<file path="config.mk">
export PLATFORM = sky130hd
export DESIGN_NAME = mult_div_unit
export DESIGN_NICKNAME = d
export VERILOG_FILES = /design/src/rtl/mult_div_unit.sv
export SDC_FILE = /design/constraint.sdc
export NUM_CORES = 1
export LEC_CHECK = 0
export ABC_AREA = 1
export CAP_MARGIN = 20
export CORE_MARGIN = 2
export CORE_UTILIZATION = 45
export CTS_BUF_LIST = sky130_fd_sc_hd__clkbuf_4
export DETAILED_ROUTE_END_ITERATION = 10
export DONT_BUFFER_PORTS = 1
export MAX_ROUTING_LAYER = met4
export PLACE_DENSITY_LB_ADDON = 0.05
export RECOVER_POWER = 100
export SLEW_MARGIN = 20
export SYNTH_ARGS = -nofsm -noshare
export SYNTH_HDL_FRONTEND = slang
export SYNTH_SLANG_ARGS = --single-unit
</file>
<file path="constraint.sdc">
create_clock -name clk -period 5.1 [get_ports clk]
set_input_delay 0.255 -clock clk [delete_from_list [all_inputs] [get_ports clk]]
set_output_delay 0.255 -clock clk [all_outputs]
set_load 0.02 [all_outputs]
</file>
<file path="src/rtl/mult_div_unit.sv">
// rtl/mult_div_unit.sv - iterative one-bit-per-clock MULT/MULTU/DIV/DIVU unit with HI/LO registers
// Operands are reduced to unsigned magnitudes at start; signs are reapplied in the FIX cycle.
module mult_div_unit #(
    parameter int WIDTH = 32,
    parameter int CNT_W = 5
) (
    input  logic             clk,
    input  logic             rst,
    input  logic             start,
    input  logic [1:0]       op,
    input  logic [WIDTH-1:0] operand_a,
    input  logic [WIDTH-1:0] operand_b,
    output logic             busy,
    output logic             done,
    output logic             div_by_zero,
    output logic [WIDTH-1:0] hi,
    output logic [WIDTH-1:0] lo
);

    typedef enum logic [1:0] {
        S_IDLE = 2'd0,
        S_CALC = 2'd1,
        S_FIX  = 2'd2
    } state_t;

    state_t             r_state;
    logic [CNT_W-1:0]   r_cnt;
    logic [1:0]         r_op;
    logic               r_sa;
    logic               r_sb;
    logic               r_dz;
    logic [WIDTH-1:0]   r_mag_a;
    logic [WIDTH-1:0]   r_mag_b;
    logic [2*WIDTH-1:0] r_acc;
    logic               r_busy;
    logic               r_done;
    logic               r_dbz;
    logic [WIDTH-1:0]   r_hi;
    logic [WIDTH-1:0]   r_lo;

    logic               w_sa;
    logic               w_sb;
    logic [WIDTH-1:0]   w_abs_a;
    logic [WIDTH-1:0]   w_abs_b;
    logic [WIDTH:0]     w_mul_sum;
    logic [2*WIDTH-1:0] w_mul_next;
    logic [WIDTH:0]     w_div_hi;
    logic [WIDTH:0]     w_div_trial;
    logic [2*WIDTH-1:0] w_div_next;
    logic [2*WIDTH-1:0] w_prod_fix;
    logic [WIDTH-1:0]   w_quo_fix;
    logic [WIDTH-1:0]   w_rem_fix;

    // op[0] selects the signed variants; op[1] selects divide.
    assign w_sa    = op[0] & operand_a[WIDTH-1];
    assign w_sb    = op[0] & operand_b[WIDTH-1];
    assign w_abs_a = w_sa ? (~operand_a + 1'b1) : operand_a;
    assign w_abs_b = w_sb ? (~operand_b + 1'b1) : operand_b;

    // Shift-add: multiplier sits in the low half and is consumed LSB first.
    assign w_mul_sum  = {1'b0, r_acc[2*WIDTH-1:WIDTH]} + (r_acc[0] ? {1'b0, r_mag_a} : '0);
    assign w_mul_next = {w_mul_sum, r_acc[WIDTH-1:1]};

    // Restoring divide: {remainder, dividend/quotient} shifts left, quotient bits enter at the LSB.
    assign w_div_hi    = r_acc[2*WIDTH-1:WIDTH-1];
    assign w_div_trial = w_div_hi - {1'b0, r_mag_b};
    assign w_div_next  = w_div_trial[WIDTH] ? {r_acc[2*WIDTH-2:0], 1'b0}
                                            : {w_div_trial[WIDTH-1:0], r_acc[WIDTH-2:0], 1'b1};

    assign w_prod_fix = (r_op[0] && (r_sa ^ r_sb)) ? (~r_acc + 1'b1) : r_acc;
    assign w_quo_fix  = (r_op[0] && (r_sa ^ r_sb)) ? (~r_acc[WIDTH-1:0] + 1'b1) : r_acc[WIDTH-1:0];
    assign w_rem_fix  = (r_op[0] && r_sa) ? (~r_acc[2*WIDTH-1:WIDTH] + 1'b1) : r_acc[2*WIDTH-1:WIDTH];

    always_ff @(posedge clk) begin
        if (rst) begin
            r_state <= S_IDLE;
            r_cnt   <= '0;
            r_op    <= '0;
            r_sa    <= 1'b0;
            r_sb    <= 1'b0;
            r_dz    <= 1'b0;
            r_mag_a <= '0;
            r_mag_b <= '0;
            r_acc   <= '0;
            r_busy  <= 1'b0;
            r_done  <= 1'b0;
            r_dbz   <= 1'b0;
            r_hi    <= '0;
            r_lo    <= '0;
        end else begin
            r_done <= 1'b0;
            r_dbz  <= 1'b0;
            case (r_state)
                S_IDLE: begin
                    if (start) begin
                        r_op    <= op;
                        r_sa    <= w_sa;
                        r_sb    <= w_sb;
                        r_mag_a <= w_abs_a;
                        r_mag_b <= w_abs_b;
                        r_cnt   <= '0;
                        r_busy  <= 1'b1;
                        if (op[1] && (operand_b == '0)) begin
                            // Zero divisor skips iteration; result is preloaded as {dividend, all-ones}.
                            r_dz    <= 1'b1;
                            r_acc   <= {operand_a, {WIDTH{1'b1}}};
                            r_state <= S_FIX;
                        end else begin
                            r_dz    <= 1'b0;
                            r_acc   <= op[1] ? {{WIDTH{1'b0}}, w_abs_a} : {{WIDTH{1'b0}}, w_abs_b};
                            r_state <= S_CALC;
                        end
                    end
                end
                S_CALC: begin
                    r_acc <= r_op[1] ? w_div_next : w_mul_next;
                    r_cnt <= r_cnt + 1'b1;
                    if (r_cnt == CNT_W'(WIDTH - 1)) begin
                        r_state <= S_FIX;
                    end
                end
                S_FIX: begin
                    if (r_dz) begin
                        r_hi <= r_acc[2*WIDTH-1:WIDTH];
                        r_lo <= r_acc[WIDTH-1:0];
                    end else if (r_op[1]) begin
                        r_hi <= w_rem_fix;
                        r_lo <= w_quo_fix;
                    end else begin
                        r_hi <= w_prod_fix[2*WIDTH-1:WIDTH];
                        r_lo <= w_prod_fix[WIDTH-1:0];
                    end
                    r_done  <= 1'b1;
                    r_dbz   <= r_dz;
                    r_busy  <= 1'b0;
                    r_state <= S_IDLE;
                end
                default: begin
                    r_state <= S_IDLE;
                    r_busy  <= 1'b0;
                end
            endcase
        end
    end

    assign busy        = r_busy;
    assign done        = r_done;
    assign div_by_zero = r_dbz;
    assign hi          = r_hi;
    assign lo          = r_lo;

endmodule

</file>
==> metrics.txt <==
CTS Buf Count 59; Post-synth ARST share 0; Arr. time, crit path 5110 ps; CP max-delay cell nor2_1; failing checks capacitance limit, slew limit; PwrDens 283 nW/um^2; max incr delay on CP 1790 ps; TNS Setup 0 ps; clk root buf clkbuf_4; nets 3,618; Worst Skew 40.9 ps; # IOs 136; PostCTS Resize Cnt 0; Layout area overhead 10.4%; Total Routed Length 87,400 um; Rows 75; crit-path max FO 43; Achievable Freq 229 MHz; Worst-Margin Slew 2430 ps; status finished with violations; HP Start operand_a[11]; Hold WC Path Type input port to flip-flop; worst r2r src r_state[0]; GRT overflow 0; I/O Buffers 0; Sequential Power Share 0.323; critical path class flip-flop to flip-flop; max_cap viols 4; ys flop type dfxtp_1; Worst-Skew Late Latency 840 ps; TritonCTS clock tree yes; switching pwr 2.78 mW; vias in the first global route 21,100; R2R Path End r_acc[44]; crit path capture r_acc[44]; vias 23,000; Pleak 11.1 nW; post-synth cell types 57; RSZ-0062 raised after global routing false; sw frac 0.464; flop-to-flop setup slack 730 ps; GPL Wtd Cong 1.05; residual DRC count 0; DRT iter0 DRCs 2,741; htree depth 2; WP buf/inv 2; Max transition margin -0.624; Mapped Cells 3,426; combinational cell fraction of total power 0.416; peak supply drop 286 uV; Post-CTS Setup Inserts 0; Final HPWL DP 67,800 um; WP data required 5840 ps; drt via density 5.66; Antenna Nets Post-Route 0; Slew Limit Fails 189; Yosys warnings 0; average cell area after synthesis 5.58 sq um; wire length of the first global-routing pass 130,000 um; worst hold margin 42.2 ps; EDFF count, synth 0; Clk pin slew, worst setup/hold paths 70 ps; die area 44,200 sq um; sequential area share after synthesis 0.217; clock sinks 207; Starting Density 0.456; crit path from r_state[0]; overall routing resource usage 0.400; Hold Path Depth 8; fin crit period 4370 ps; fin crit share 0.857; Internal Power 3.21 mW; syn_nets 3,567; core region area 41,900 sq um; Clock Path Buffers 3; routed length per instance 21.5 um; share of layout cells above drive strength 1 0.0503; die height 210 um; Mapped Area 19,100 sq um; reg2reg path depth 8; largest net degree at the start of global routing 113; Die Span X 210 um; CP Depth 8; CP Launch Type flip-flop; setup violators final 0; Top delay family on crit path simple AND/OR/NAND/NOR gates; CP cell instances inv_1 -> nand2_1 -> nor2_1 -> clkbuf_2 -> nand2_1 -> o21ai_0 -> a21oi_1 -> nor2_1; Clock power frac 0.261; final count of hold timing violations 0; first drt pass iteration count 6; antenna violations before repair 10; number of synthesized register bits 207; Worst setup EP type flip-flop
## per-stage QoR
stage | total power [mW] | worst slack (ps) | std cells | util | instance area, sq um
after detailed placement | 4.26 | 1560 | 3860 | 0.464 | 19500
after global placement | 4.26 | 1700 | 3860 | 0.464 | 19500
final | 5.99 | 728 | 4066 | 0.504 | 21100
after CTS | 5.91 | 1490 | 4055 | 0.504 | 21100
after floorplan | 3.53 | 2590 | 3426 | - | 19100
after global routing | 6.33 | 585 | 4064 | 0.503 | 21100
## how the worst min path moves through the flow
stage                     slack, ps           to
final                            40  r_mag_a[13]
after global routing            110  r_mag_a[18]
after CTS                         3  r_mag_a[28]
after detailed placement        340     r_cnt[4]
after global placement          350     r_cnt[4]
after floorplan                 380      r_op[0]
## synthesized netlist by cell type (4+ instances only)
library cell	number	area [sq um]
a211oi_1	4	30.0
a21oi_1	245	1230
a21oi_2	6	52.6
a221oi_1	4	35.0
a31oi_1	17	106
buf_1	18	67.6
buf_2	7	35.0
buf_4	4	30.0
buf_6	7	78.8
clkbuf_1	94	353
clkinv_1	6	22.5
dfxtp_1	207	4140
ha_1	70	876
inv_1	533	2000
inv_2	13	48.8
nand2_1	1042	3910
nand2_2	5	31.3
nand3_1	223	1120
nand3b_1	5	37.5
nand4_1	33	206
nor2_1	383	1440
nor2_4	5	56.3
nor3_1	29	145
o211ai_1	21	158
o21ai_0	249	1250
o21ai_1	16	80.1
o21ai_2	19	166
o21bai_1	11	82.6
o221ai_1	18	158
xnor2_1	11	96.3
xor2_1	78	683
## layout by cell type (no fill, tap or decap), types with 16 or more instances in the layout
cell type	n
nor2_1	380
dlygate4sd3_1	93
a31oi_1	17
nand2_1	1043
buf_4	23
nand3_1	224
xor2_1	78
nand4_1	33
clkinv_1	19
o21ai_0	259
a21oi_1	246
dfxtp_1	206
inv_1	532
clkbuf_4	83
o211ai_1	21
ha_1	70
nor3_1	29
o221ai_1	18
o21ai_2	16
## registers in the layout, summed over array words and instances (netlist names)
name	count
r_dz	1
r_acc	64
busy	1
done	1
r_sa	1
r_op	2
r_mag_b	32
hi	32
div_by_zero	1
lo	32
r_mag_a	32
r_state	2
r_cnt	5
r_sb	1
## kinds of logic after synthesis
| family | Yosys count | share of synthesized area |
|---|---|---|
| buf+inv | 685 | 0.140 |
| fa+ha+maj | 72 | 0.0479 |
| compound gates | 622 | 0.180 |
| flops | 207 | 0.217 |
| xor+xnor | 89 | 0.0407 |
| simple gates | 1751 | 0.375 |
## worst reg2reg max path: cells and delay by family (launching register included)
family	cells	cell delay, ps
flip-flops	1	340
buffers and inverters	2	1170
AO/OA/AOI/OAI	2	370
AND/OR/NAND/NOR	4	2400
## cell type report
| class | instances | area, sq um |
|---|---|---|
| fill | 4525 | 20800 |
| multi-input combinational | 2534 | 12300 |
| sequential | 207 | 4150 |
| inverter | 552 | 2070 |
| timing repair buffer | 123 | 1170 |
| tap | 539 | 674 |
| clock buffer | 83 | 623 |
| clock inverter | 17 | 87.6 |
| antenna | 11 | 27.5 |
## power by group through the flow
stage | Sequential (mW) | Combinational [mW] | Clock [mW]
floorplan | 1.89 | 1.64 | 0
global placement | 1.96 | 2.30 | 0
detailed placement | 1.96 | 2.29 | 0
CTS | 1.93 | 2.41 | 1.57
global route | 1.94 | 2.73 | 1.66
finish | 1.94 | 2.49 | 1.56
## per-layer routing
| layer | GRT usage | wire length (um) | vias up |
|---|---|---|---|
| met2 | 0.602 | 37600 | 1226 |
| li1 | - | - | 11000 |
| met5 | - | 0 | - |
| met1 | 0.527 | 37300 | 10600 |
| met4 | 0.165 | 3890 | 0 |
| met3 | 0.0760 | 8630 | 191 |
## repair_timing
item                       in CTS  in global routing
hold endpoints to repair      185                  0
setup endpoints to repair       0                  0
hold buffers                   95                  0
Note: power is estimated with default switching activity, not from simulation.
